[src/rtl/dsm_multibit.sv]
// dsm_multibit: second-order multi-level delta-sigma modulator.
//
// Turns a signed PCM sample stream into a signed code stream in the range -QL..+QL
// (QL = 2**QL_LOG2), intended to drive a PWM/DAC output stage. Two cascaded
// integrators are noise-shaped by a clamped uniform quantizer. Optional LFSR dither
// is added just ahead of the quantizer. Both integrators saturate rather than wrap.
// A run of saturated samples triggers a one-sample recovery that empties the
// integrators and raises a sticky overload flag. Mute forces silence and holds
// both integrators at zero.
//
// Ports:
//   clock     in   sole clock, rising edge
//   reset     in   asynchronous active-high reset
//   vin       in   signed input sample, IN_W bits
//   in_valid  in   vin is accepted on cycles where this is 1; all state holds otherwise
//   dith_en   in   1 = add LFSR dither ahead of the quantizer
//   mute      in   1 = output silence and hold the integrators at zero
//   clr_ovl   in   clears the sticky overload flag on the next edge
//   out_code  out  signed quantizer code, registered, one cycle after acceptance
//   out_valid out  one-cycle pulse per accepted sample
//   overload  out  sticky overload flag

module dsm_multibit #(
    parameter int unsigned IN_W      = 16,
    parameter int unsigned QL_LOG2   = 1,
    parameter int unsigned ACC_W     = 20,
    parameter int unsigned DITH_W    = 4,
    parameter int unsigned OVL_LIMIT = 8
) (
    input  logic               clock,
    input  logic               reset,
    input  logic [IN_W-1:0]    vin,
    input  logic               in_valid,
    input  logic               dith_en,
    input  logic               mute,
    input  logic               clr_ovl,
    output logic [QL_LOG2+1:0] out_code,
    output logic               out_valid,
    output logic               overload
);

    // Two guard bits over the integrator width so no intermediate sum can wrap.
    localparam int unsigned SUM_W  = ACC_W + 2;
    localparam int unsigned CODE_W = QL_LOG2 + 2;
    // log2 of the quantizer step: step = 2**(IN_W-1-QL_LOG2).
    localparam int unsigned SHIFT  = IN_W - 1 - QL_LOG2;
    localparam int unsigned CNT_W  = $clog2(OVL_LIMIT + 1);

    localparam logic signed [SUM_W-1:0] HALF_STEP = SUM_W'(1) << (SHIFT - 1);
    localparam logic signed [SUM_W-1:0] QL_POS    = SUM_W'(1) << QL_LOG2;
    localparam logic signed [SUM_W-1:0] QL_NEG    = -QL_POS;
    // Symmetric saturation range: +/-(2**(ACC_W-1) - 1).
    localparam logic signed [SUM_W-1:0] ACC_MAX   = (SUM_W'(1) << (ACC_W - 1)) - SUM_W'(1);
    localparam logic signed [SUM_W-1:0] ACC_MIN   = -ACC_MAX;

    typedef enum logic [1:0] {
        StRun,
        StRecover,
        StMute
    } state_e;

    state_e                   state_q;
    logic signed [ACC_W-1:0]  i1_q;
    logic signed [ACC_W-1:0]  i2_q;
    logic [15:0]              lfsr_q;
    logic [CNT_W-1:0]         sat_cnt_q;

    logic signed [SUM_W-1:0]  dith;
    logic signed [SUM_W-1:0]  s_biased;
    logic signed [SUM_W-1:0]  q_shift;
    logic signed [SUM_W-1:0]  q_wide;
    logic signed [CODE_W-1:0] q;
    logic signed [SUM_W-1:0]  fb;
    logic signed [SUM_W-1:0]  i1_sum;
    logic signed [SUM_W-1:0]  i2_sum;
    logic                     i1_ovf;
    logic                     i2_ovf;
    logic                     any_ovf;
    logic [15:0]              lfsr_next;
    logic [CNT_W-1:0]         cnt_inc;
    logic                     cnt_hit;

    function automatic logic signed [ACC_W-1:0] sat(input logic signed [SUM_W-1:0] x);
        if (x > ACC_MAX) begin
            return ACC_W'(ACC_MAX);
        end else if (x < ACC_MIN) begin
            return ACC_W'(ACC_MIN);
        end
        return ACC_W'(x);
    endfunction

    // Quantizer and loop sums, all from the current register state.
    always_comb begin
        dith = '0;
        if (dith_en) begin
            dith = SUM_W'($signed(lfsr_q[DITH_W-1:0]));
        end

        // Round to nearest by biasing half a step, then floor via arithmetic shift.
        s_biased = SUM_W'(i2_q) + dith + HALF_STEP;
        q_shift  = s_biased >>> SHIFT;

        if (q_shift > QL_POS) begin
            q_wide = QL_POS;
        end else if (q_shift < QL_NEG) begin
            q_wide = QL_NEG;
        end else begin
            q_wide = q_shift;
        end
        q  = CODE_W'(q_wide);
        fb = q_wide <<< SHIFT;

        // The second integrator consumes the old i1 and twice the feedback.
        i1_sum = SUM_W'(i1_q) + SUM_W'($signed(vin)) - fb;
        i2_sum = SUM_W'(i2_q) + SUM_W'(i1_q) - (fb <<< 1);

        i1_ovf  = (i1_sum > ACC_MAX) || (i1_sum < ACC_MIN);
        i2_ovf  = (i2_sum > ACC_MAX) || (i2_sum < ACC_MIN);
        any_ovf = i1_ovf || i2_ovf;
    end

    // Fibonacci LFSR x^16+x^14+x^13+x^11+1 in right-shifting form.
    always_comb begin
        lfsr_next = {lfsr_q[0] ^ lfsr_q[2] ^ lfsr_q[3] ^ lfsr_q[5], lfsr_q[15:1]};
    end

    // Consecutive-saturation counter; pins at the limit so it cannot roll over.
    always_comb begin
        cnt_inc = sat_cnt_q;
        if (sat_cnt_q != CNT_W'(OVL_LIMIT)) begin
            cnt_inc = sat_cnt_q + CNT_W'(1);
        end
        cnt_hit = (cnt_inc == CNT_W'(OVL_LIMIT));
    end

    always_ff @(posedge clock or posedge reset) begin
        if (reset) begin
            state_q   <= StRun;
            i1_q      <= '0;
            i2_q      <= '0;
            lfsr_q    <= 16'hACE1;
            sat_cnt_q <= '0;
            out_code  <= '0;
            out_valid <= 1'b0;
            overload  <= 1'b0;
        end else begin
            out_valid <= in_valid;

            // Clear first so a set later in this block wins on the same edge.
            if (clr_ovl) begin
                overload <= 1'b0;
            end

            if (in_valid) begin
                if (dith_en) begin
                    lfsr_q <= lfsr_next;
                end

                if (mute) begin
                    // Mute overrides everything, from any state.
                    state_q   <= StMute;
                    i1_q      <= '0;
                    i2_q      <= '0;
                    sat_cnt_q <= '0;
                    out_code  <= '0;
                end else begin
                    case (state_q)
                        StRecover: begin
                            state_q   <= StRun;
                            i1_q      <= '0;
                            i2_q      <= '0;
                            sat_cnt_q <= '0;
                            out_code  <= '0;
                        end
                        default: begin
                            // StRun, or StMute being released: in StMute both integrators
                            // are already zero, so this sample is a clean fresh start.
                            i1_q     <= sat(i1_sum);
                            i2_q     <= sat(i2_sum);
                            out_code <= q;
                            state_q  <= StRun;
                            if (any_ovf) begin
                                sat_cnt_q <= cnt_inc;
                                if (cnt_hit) begin
                                    state_q  <= StRecover;
                                    overload <= 1'b1;
                                end
                            end else begin
                                sat_cnt_q <= '0;
                            end
                        end
                    endcase
                end
            end
        end
    end

endmodule
[config.mk]
export PLATFORM = sky130hd
export DESIGN_NAME = dsm_multibit
export DESIGN_NICKNAME = d
export VERILOG_FILES = /design/src/rtl/dsm_multibit.sv
export SDC_FILE = /design/constraint.sdc
export NUM_CORES = 1
export LEC_CHECK = 0
export ABC_AREA = 1
export CORE_AREA = 2 2 99 172
export CTS_CLUSTER_SIZE = 20
export DETAILED_ROUTE_END_ITERATION = 12
export DIE_AREA = 0 0 101 174
export GPL_TIMING_DRIVEN = 1
export PLACE_DENSITY = 0.64
export SYNTH_ARGS = -nofsm -noshare
export SYNTH_HDL_FRONTEND = slang
export SYNTH_SLANG_ARGS = --single-unit
[constraint.sdc]
create_clock -name clock -period 15.98 [get_ports clock]
set_input_delay 2.397 -clock clock [delete_from_list [all_inputs] [get_ports clock]]
set_output_delay 2.397 -clock clock [all_outputs]
set_load 0.03 [all_outputs]
Word-level counts from Yosys, hierarchy flattened
Index checks and enable logic that the tools add are counted.
{ "word_totals": {"reg_bits": 67, "in_bits": 22, "output_inout_bits": 5, "wordCells": 70} }
{ "classes": {"addsub": 7, "n_lt_le_gt_ge": 6, "eq_ne": 3, "mux": 39, "bitwise_logic": 3, "n_reduce_logical": 4} }
{ "ops": {"columns": ["operator", "n"], "rows": [
  ["two-way mux 20 bit", 10],
  ["greater-than comparator 22 x 20 -> 1 bit, second input constant", 2],
  ["less-than comparator 22 x 20 -> 1 bit, second input constant", 2],
  ["subtractor 21 x 22 -> 22 bit", 2],
  ["adder 20 x 22 -> 22 bit", 1],
  ["adder 22 x 15 -> 22 bit, second input constant", 1],
  ["two-way mux 22 bit", 1],
  ["adder 20 x 16 -> 21 bit", 1],
  ["adder 20 x 20 -> 21 bit", 1],
  ["two-way mux 1 bit", 19],
  ["two-way mux 4 bit", 4],
  ["two-way mux 8 bit", 2],
  ["greater-than comparator 8 x 3 -> 1 bit, second input constant", 1],
  ["less-than comparator 8 x 2 -> 1 bit, second input constant", 1],
  ["two-way mux 3 bit", 2],
  ["adder 4 x 1 -> 4 bit, second input constant", 1],
  ["equality test 4 bit, second input constant", 1],
  ["inequality test 4 bit, second input constant", 1],
  ["logical OR 1 bit", 3],
  ["bitwise XOR 1 bit", 3],
  ["equality test 2 x 1 -> 1 bit, second input constant", 1],
  ["two-way mux 2 bit", 1],
  ["AND reduction 2 bit", 1]
]} }

Depth between registers and ports, before layout
Gate-level depths: netlist (run 1).
{ "logic_depth": {"depth_word": 16, "ltp_mapped": 50, "ltp_nobuf": 50} }

Worst setup path before layout (run 1)
No wires, ideal clock.
{ "synth_path": {"kind": "in2reg", "from": "in dith_en", "to": "reg i1_q[0]", "setup_ns": 0.120, "arrival_ns": 7.769, "required_time_ns": 15.860, "slack_ns": 8.091, "cell_stages": 42, "path_buffers": 2, "cell_sequence": "nand2_1 > inv_1 > buf_1 > ha_1 > ha_1 > nand2_1 > nor2_1 > inv_1 > nor3_1 > nand2_2 > nand2_2 > nand2_2 > nand2_2 > nand2_2 > nand3_2 > nand2_4 > nor4_1 > nand4_1 > [6 not listed] > inv_1 > ha_1 > ha_1 > nand2_1 > nor2_1 > inv_1 > nor4_1 > nand3_1 > a31o_1 > nand2_1 > inv_1 > nand3_1 > nand2_2 > o21ai_2 > nand2_2 > buf_4 > o21ai_1 > nand2_1"} }
{ "synth_between": {"elab_chain_cells": 16, "word_cells_on_any_way": 19, "cone_classes": "add/sub: 3; order compare: 4; mux: 12"} }
{ "synth_lines": {"columns": ["item", "line_no", "text"], "rows": [
  ["start, declared", "34", "input logic dith_en,"],
  ["two-way mux 22 bit *", "95", "if (dith_en) begin"],
  ["adder 20 x 22 -> 22 bit *", "100", "s_biased = SUM_W'(i2_q) + dith + HALF_STEP;"],
  ["adder 22 x 15 -> 22 bit *", "100", null],
  ["less-than comparator 8 x 2 -> 1 bit", "105", "end else if (q_shift < QL_NEG) begin"],
  ["two-way mux 8 bit", "105", null],
  ["two-way mux 8 bit *", "103", "if (q_shift > QL_POS) begin"],
  ["subtractor 21 x 22 -> 22 bit *", "114", "i1_sum = SUM_W'(i1_q) + SUM_W'($signed(vin)) - fb;"],
  ["less-than comparator 22 x 20 -> 1 bit", "86", "end else if (x < ACC_MIN) begin"],
  ["two-way mux 1 bit", "86", null],
  ["two-way mux 1 bit", "84", "if (x > ACC_MAX) begin"],
  ["two-way mux 1 bit", "167", "case (state_q)"],
  ["two-way mux 1 bit", "159", "if (mute) begin"],
  ["two-way mux 1 bit", "154", "if (in_valid) begin"],
  ["two-way mux 20 bit *", "89", "return ACC_W'(x);"],
  ["two-way mux 20 bit *", "167", null],
  ["two-way mux 20 bit *", "159", null],
  ["end signal, assigned", "178", "i1_q <= sat(i1_sum);"],
  ["end, declared", "63", "logic signed [ACC_W-1:0] i1_q;"]
]} }
Every way passes the cells marked *; elsewhere a longest branch is shown, timed or not. The select of a mux whose other input is x is not followed.
A chain may end at the register's enable or synchronous reset.

Worst setup path after layout (run 1)
{ "layout_path": {"from": "in dith_en", "to": "reg state_q[0]"} }
{ "layout_between": {"elab_chain_cells": 13, "word_cells_on_any_way": 19, "cone_classes": "add/sub: 4; order compare: 6; mux: 6; reduce/logical: 3"} }
{ "layout_lines": {"columns": ["item", "line_no", "text"], "rows": [
  ["two-way mux 22 bit *", "95", null],
  ["adder 20 x 22 -> 22 bit *", "100", null],
  ["adder 22 x 15 -> 22 bit *", "100", null],
  ["less-than comparator 8 x 2 -> 1 bit", "105", null],
  ["two-way mux 8 bit", "105", null],
  ["two-way mux 8 bit *", "103", null],
  ["subtractor 21 x 22 -> 22 bit (on tied branches)", "114, 115", null],
  ["greater-than comparator 22 x 20 -> 1 bit, or another cell as far along", "117", "i1_ovf = (i1_sum > ACC_MAX) || (i1_sum < ACC_MIN);"],
  ["logical OR 1 bit (on tied branches)", "117, 118", null],
  ["logical OR 1 bit *", "119", "any_ovf = i1_ovf || i2_ovf;"],
  ["two-way mux 1 bit *", "182", "if (any_ovf) begin"],
  ["two-way mux 1 bit *", "167", null],
  ["two-way mux 2 bit *", "159", null],
  ["end signal, assigned", "161", "state_q <= StMute;"],
  ["end signal, assigned", "169", "state_q <= StRun;"],
  ["end signal, assigned", "181", "state_q <= StRun;"],
  ["end, declared", "62", "state_e state_q;"]
]} }
Every way passes the cells marked *; elsewhere a longest branch is shown, timed or not.

==> impl_metrics.py, run 1 <==
metrics = {
    "global_route": {
        "grt_pass1_wl_mm": 32.95,
        "grt_pass1_vias": 7384,
        "overflow": 0,
        "grt_max_degree": 68,
        "antenna_found_initial": 0,
        "gr-usage-all-layers": 0.2351,
    },
    "yosys": {
        "ys_top_cells_by_area": "dfrtp_1, nand2_1, ha_1",
        "synth_fp_nets": 1370,
        "synth-seq-cells": 67,
        "ys.flop_type": "dfrtp_1",
        "syn_area_um2": 7965,
        "async_reset_ff_frac": 1.000,
        "synth.distinct_cells": 47,
        "synth_top_area_cell": "dfrtp_1",
        "postSynthCellCount": 1240,
        "synth_top_area_frac": 0.1854,
        "ys_top_cells_by_count": "nand2_1, inv_1, nor2_1",
        "avgSynthCellArea_um2": 6.423,
        "yosysMostFrequentCell": "nand2_1",
        "synth-edff-count": 0,
        "ys_seq_area_frac": 0.2117,
        "yosys_warnings": 0,
    },
    "finish": {
        "n_fill_cell": 1703,
        "drive_gt1_frac": 0.06462,
        "ff_latch_area_um2": 1687,
        "nets": 1394,
        "multi_input_area_um2": 5185,
        "antenna_cells": 0,
        "area_delta_synth_final_pct": 9.064,
    },
    "floorplanning": {
        "num_rows": 62,
        "initial_core_util": 0.4889,
        "io_pins": 27,
        "die-area_um2": 17570,
        "die_y_um": 174,
        "core-area_um2": 16290,
        "die_w_um": 101,
    },
    "routing": {
        "wirelength_mm": 19.83,
        "wl_per_cell_um": 13.57,
        "vias": 7436,
        "route.detailed.drc": 0,
        "vias_per_cell": 5.090,
        "firstDrtPassIters": 5,
        "drtIter0Drc": 218,
        "drtAntennaViolNets": 0,
    },
    "timing": {
        "tns_ns": 0,
        "clock.fmax_mhz": 104.9,
        "relSlewSlack": 0.3638,
        "fin_worst_skew_ns": 0.008569,
        "timing.hold.ws_ns": 0.4776,
        "setup_violations": 0,
        "worstMarginPinSlew_ns": 0.9516,
        "fin_crit_sh": 0.5964,
        "final_max_slew_viol_count": 0,
        "min_period_ns": 9.531,
        "rsz0062_at_grt": "false",
        "hold_violations": 0,
    },
    "setup_path": {
        "cp-end-kind": "flop",
        "cp_slowest_cell": "nand3_1",
        "reg2reg_depth": 38,
        "critPathMaxStageDelay_ns": 0.64,
        "cp-start-kind": "input port",
        "rr_startpoint": "lfsr_q[3]",
        "worstSetupPathType": "input port to flop",
        "crit_required_ns": 16.21,
        "timing.rr.end": "state_q[0]",
        "crit_fanout": 20,
        "crit_top_cell": "nand2_1",
        "regToRegSetupSlack_ns": 8.66,
        "arrival_ns": 9.76,
    },
    "min_path": {
        "hp-start": "i1_q[6]",
        "min_path_type": "flop to flop",
        "hold_path_depth": 2,
        "min_to": "i1_q[6]",
    },
    "cts": {
        "clk_latency_ns": 0.34,
        "clock_path_buffers": 2,
        "cts.sinks": 67,
        "cts-root-buf": "clkbuf_16",
        "cts_hold_buf": 0,
        "numCtsBuffers": 9,
        "cts_tree": "done",
        "ctsHtreeMaxLevel": 3,
        "clkTransAtPathRegs_ns": 0.06,
        "post_cts_buffers": 0,
        "cts_resized": 0,
    },
    "place": {
        "dp_hpwl_mm": 16.65,
        "io_buffers": 26,
        "gp_congestion": 0.9082,
    },
    "outcome": {
        "status": "completed",
    },
    "job": {
        "cap_viol_max_count": 0,
    },
}
-- placed cells by master, fill, tap and decap left out, drive strengths merged, types with 21 or more instances in the layout --
cell,synthesis,layout
a21oi,59,59
clkdlybuf4s50,0,26
dfrtp,59,59
ha,97,97
inv,261,265
nand2,376,376
nand3,81,81
nor2,124,124
o21ai,47,47
xor2,21,21
-- stage by stage --
stage	util	worst slack [ns]	area, um^2	cells
2_1_floorplan	-	8.091	7965	1240
3_3_place_gp	0.5143	6.407	8378	1445
3_5_place_dp	0.5143	6.150	8378	1445
5_1_grt	0.5333	5.775	8687	1461
6_report	0.5333	6.449	8687	1461
4_1_cts	0.5333	6.461	8687	1461
-- flip-flops by register name, indices dropped and copies added (netlist names) --
signal     flops
i1_q          20
i2_q          20
lfsr_q        16
sat_cnt_q      4
out_code       3
state_q        2
out_valid      1
overload       1
-- how the worst max path moves through the flow --
stage | slack, ns | cells past startpoint | endpoint | from
finish | 6.45 | 39 | state_q[0] | dith_en
global route | 5.78 | 39 | overload | dith_en
floorplan | 8.09 | 42 | i1_q[0] | dith_en
global placement | 6.41 | 39 | overload | dith_en
CTS | 6.46 | 39 | overload | dith_en
detailed placement | 6.15 | 39 | overload | dith_en
-- per-layer routing --
layer	global-route usage	vias up	wire length [um]
met5	0	-	0
met4	0.1182	0	969
met3	0.02372	52	344
met2	0.4519	108	10810
met1	0.2431	3375	7700
li1	-	3901	-
-- cells by family after synthesis --
kind of cell               count (synthesis)  share of synthesized area
AOI/OAI and AO/OA                        123                    0.08341
xor gates and xnor gates                  32                    0.03613
adders and majority gates                108                     0.1800
buffers and inverters                    278                     0.1373
DFF                                       67                     0.2118
muxes                                     11                    0.01555
and+or+nand+nor                          621                     0.3358
-- final cells by class --
class / instances / share of cell area
timing repair buffer: 29 / 0.03255
inverter: 262 / 0.1132
clock buffer: 9 / 0.02593
sequential: 67 / 0.1942
clock inverter: 7 / 0.009650
tap: 192 / 0.02765
multi-input combinational: 895 / 0.5969
-- worst max-delay path, delay by kind of cell --
kind	cells	cell delay, ns
fa+ha+maj	5	1.72
compound gates	4	0.57
buf+inv	5	1.34
simple gates	25	3.73
Power of run 1 is left out: the tool's default activity adds up to more than one toggle a clock period on the data nets, which glitch-free logic cannot reach.
==> run 2: changes to the inputs <==
Settings changed: PLACE_DENSITY 0.64 to 0.67.
Clock period 15.98 ns to 8.64 ns, I/O delays scaled along.
==> impl_metrics.py, run 2 (synthesized netlist as in run 1, its figures left out) <==
metrics = {
    "outcome": {
        "status": "completed",
    },
    "place": {
        "io_buffers": 26,
        "dp_hpwl_mm": 16.98,
        "gp_congestion": 0.9512,
    },
    "timing": {
        "min_period_ns": 7.746,
        "rsz0062_at_grt": "false",
        "final_max_slew_viol_count": 0,
        "tns_ns": 0,
        "worstMarginPinSlew_ns": 0.8681,
        "clock.fmax_mhz": 129.1,
        "setup_violations": 0,
        "fin_crit_sh": 0.8966,
        "hold_violations": 0,
        "fin_worst_skew_ns": 0.01363,
        "relSlewSlack": 0.4212,
    },
    "cts": {
        "clkTransAtPathRegs_ns": 0.06,
        "clk_latency_ns": 0.34,
        "cts-root-buf": "clkbuf_16",
        "clock_path_buffers": 2,
        "post_cts_buffers": 0,
        "numCtsBuffers": 9,
        "cts_resized": 0,
        "ctsHtreeMaxLevel": 3,
        "cts.sinks": 67,
        "cts_tree": "done",
        "cts_hold_buf": 0,
    },
    "setup_path": {
        "cp_slowest_cell": "clkdlybuf4s50_1",
        "critPathMaxStageDelay_ns": 0.56,
        "crit_required_ns": 8.85,
        "timing.rr.end": "i1_q[1]",
        "cp_top_family": "simple AND/OR/NAND/NOR gates",
        "worstSetupPathType": "input port to flop",
        "crit_fanout": 18,
        "reg2reg_depth": 40,
        "cp-end-kind": "flop",
        "cp-start-kind": "input port",
        "regToRegSetupSlack_ns": 2.02,
        "arrival_ns": 7.95,
        "crit_top_cell": "nand2_1",
        "worst-path-buf-inv": 7,
        "rr_startpoint": "lfsr_q[3]",
    },
    "routing": {
        "wl_per_cell_um": 13.95,
        "vias": 7585,
        "drtAntennaViolNets": 0,
        "drtIter0Drc": 275,
        "route.detailed.drc": 0,
        "wirelength_mm": 20.42,
        "vias_per_cell": 5.181,
        "firstDrtPassIters": 5,
    },
    "finish": {
        "final_common_cell": "nand2_1",
        "area_delta_synth_final_pct": 9.346,
        "final_util": 0.5346,
        "top_regs": "i1_q x20, i2_q x20, lfsr_q x16",
        "antenna_cells": 0,
        "nets": 1397,
        "final_cell_mix": "nand2_1, inv_1, nor2_1",
        "drive_gt1_frac": 0.06682,
    },
    "floorplanning": {
        "die-area_um2": 17570,
        "die_y_um": 174,
        "num_rows": 62,
        "die_w_um": 101,
        "core-area_um2": 16290,
        "io_pins": 27,
        "initial_core_util": 0.4889,
    },
    "global_route": {
        "grt_pass1_wl_mm": 34.01,
        "overflow": 0,
        "antenna_found_initial": 0,
        "grt_max_degree": 68,
        "grt_pass1_vias": 7633,
        "gr-usage-all-layers": 0.2411,
    },
    "job": {
        "cap_viol_max_count": 0,
    },
    "min_path": {
        "min_path_type": "flop to flop",
        "min_to": "i1_q[14]",
        "hold_path_depth": 2,
        "hp-start": "i1_q[14]",
    },
}
-- run 2: cell type report --
| type | instances | area, um^2 |
|---|---|---|
| fillers | 1672 | 7581 |
| clock buffers | 9 | 225.2 |
| well taps | 192 | 240.2 |
| repair buffers | 32 | 305.3 |
| clock inverters | 7 | 83.83 |
| inverters | 262 | 983.4 |
| flip-flops and latches | 67 | 1687 |
| multi-input cells | 895 | 5185 |
-- run 2: per-layer routing --
layer / vias up / share of wire / GRT usage / wire length [um]
li1: 3909 / - / - / -
met1: 3503 / 0.37 / 0.2398 / 7566
met2: 115 / 0.57 / 0.4806 / 11650
met3: 58 / 0.013 / 0.01809 / 264
met4: 0 / 0.046 / 0.1166 / 941
met5: - / 0 / 0 / 0
-- run 2: how the worst max path moves through the flow --
stage / from / end / slack (ns) / cells past startpoint
after floorplan: dith_en / i1_q[0] / 1.85 / 42
after global placement: dith_en / i2_q[2] / 0.79 / 39
after detailed placement: dith_en / i1_q[1] / 0.59 / 41
after CTS: dith_en / i1_q[1] / 0.94 / 41
after global routing: dith_en / i1_q[4] / 0.19 / 41
final: dith_en / i1_q[1] / 0.89 / 41
-- run 2: through the flow --
stage,cells,setup slack [ns],area (um^2),hold WS (ns)
after CTS,1464,0.9359,8710,0.4819
after detailed placement,1448,0.5894,8401,0.4656
after global routing,1464,0.1868,8710,0.5025
after floorplan,1240,1.852,7965,0.4488
final,1464,0.8935,8710,0.4798
after global placement,1448,0.7862,8401,0.4625
-- run 2: worst reg2reg max path: cells and delay by family (launching register included) --
kind,cells,cell delay [ns]
compound gates,3,0.54
flops,1,0.40
fa+ha+maj,5,1.61
buf+inv,6,0.74
simple gates,26,3.17
Power of run 2 is left out for the same reason.
==> run 3: changes to the inputs <==
Settings changed: CORE_AREA 2 2 99 172 to 2 2 92 161, DIE_AREA 0 0 101 174 to 0 0 94 163, PLACE_DENSITY 0.67 to 0.76, SETUP_SLACK_MARGIN set to 0.4.
==> impl_metrics.py, run 3 (synthesized netlist as in run 1, its figures left out) <==
metrics = {
    "outcome": {
        "status": "completed",
    },
    "place": {
        "io_buffers": 26,
        "place_inst": 1436,
        "dp_hpwl_mm": 16.91,
        "preCtsSetupSlack_ns": 0.4738,
        "gp_congestion": 0.9503,
    },
    "finish": {
        "drive_gt1_frac": 0.07143,
        "final_common_cell": "nand2_1",
        "area_delta_synth_final_pct": 9.566,
        "nets": 1399,
        "final_cell_mix": "nand2_1, inv_1, nor2_1",
        "instances_no_fill": 1454,
        "antenna_cells": 0,
        "top_regs": "i1_q x20, i2_q x20, lfsr_q x16",
    },
    "setup_path": {
        "rr_startpoint": "lfsr_q[3]",
        "timing.rr.end": "overload",
        "arrival_ns": 7.98,
        "critPathLaunch": "dith_en",
        "crit_required_ns": 8.93,
        "crit_fanout": 17,
        "reg2reg_depth": 44,
        "worstSetupPathType": "input port to flop",
        "regToRegSetupSlack_ns": 2.02,
        "crit_top_cell": "nor2_1",
        "critPathMaxStageDelay_ns": 0.57,
        "cp-end-kind": "flop",
        "cp-start-kind": "input port",
        "cp_slowest_cell": "clkdlybuf4s50_1",
    },
    "cts": {
        "clkTransAtPathRegs_ns": 0.06,
        "cts_hold_buf": 0,
        "ctsHtreeMaxLevel": 3,
        "clock_path_buffers": 2,
        "cts_tree": "done",
        "cts.sinks": 67,
        "cts-root-buf": "clkbuf_16",
        "numCtsBuffers": 9,
        "clk_latency_ns": 0.35,
    },
    "timing": {
        "final_max_slew_viol_count": 0,
        "min_period_ns": 7.691,
        "timing.hold.ws_ns": 0.4789,
        "tns_ns": 0,
        "worstMarginPinSlew_ns": 0.8454,
        "relSlewSlack": 0.4364,
        "rsz0062_at_grt": "false",
        "setup_violations": 0,
        "hold_violations": 0,
        "clock.fmax_mhz": 130.0,
        "fin_worst_skew_ns": 0.01071,
        "fin_crit_sh": 0.8902,
        "layout_setup_ws_ns": 0.9485,
    },
    "floorplanning": {
        "die-area_um2": 15320,
        "die_w_um": 94,
        "io_pins": 27,
        "die_y_um": 163,
        "num_rows": 58,
        "core-area_um2": 14150,
        "initial_core_util": 0.5629,
    },
    "min_path": {
        "hp-start": "i1_q[3]",
        "min_path_type": "flop to flop",
        "min_to": "i1_q[3]",
        "hold_path_depth": 2,
    },
    "routing": {
        "drtAntennaViolNets": 0,
        "vias_per_cell": 5.297,
        "route.detailed.drc": 0,
        "wirelength_mm": 20.47,
        "wl_per_cell_um": 14.08,
        "vias": 7702,
        "drtIter0Drc": 373,
        "firstDrtPassIters": 5,
    },
    "global_route": {
        "gr-usage-all-layers": 0.2746,
        "grt_pass1_vias": 7727,
        "grt_max_degree": 68,
        "grt_pass1_wl_mm": 33.31,
        "overflow": 0,
        "antenna_found_initial": 0,
    },
    "job": {
        "cap_viol_max_count": 0,
    },
}
-- run 3: worst max-delay path by stage --
stage                    end  slack [ns]
global placement    overload        0.62
floorplan            i1_q[0]        1.85
CTS                 overload        0.83
finish              overload        0.95
global route        overload        0.42
detailed placement  overload        0.47
-- run 3: cell type report --
type,instances,area [um^2]
fillers,1396,5424
multi-input cells,895,5201
flip-flops and latches,67,1687
inverters,262,987.2
repair buffers,33,312.8
clock buffers,9,225.2
well taps,180,225.2
clock inverters,7,83.83
repair inverters,1,5.005
-- run 3: critical path: cells and delay by family --
| kind | cells | cell delay [ns] |
|---|---|---|
| fa+ha+maj | 4 | 1.33 |
| compound gates | 1 | 0.18 |
| buf+inv | 6 | 1.21 |
| simple gates | 31 | 3.94 |
-- run 3: metal layers --
metal | up-vias | GRT usage | wire [um]
met2 | 162 | 0.5409 | 11590
met1 | 3528 | 0.2619 | 7289
met3 | 88 | 0.03563 | 452
met4 | 0 | 0.1555 | 1143
met5 | - | 0 | 0
li1 | 3924 | - | -
-- run 3: per-stage QoR --
step,instance area [um^2],utilization
finish,8727,0.6167
global placement,8386,0.5926
detailed placement,8386,0.5926
global route,8727,0.6167
CTS,8695,0.6144
floorplan,7965,-
-- run 3: timing repair --
action	4_1_cts	5_1_grt
buffers inserted	0	1
resized for setup	0	5
endpoints found under the setup margin	0	25
Power of run 3 is left out for the same reason.
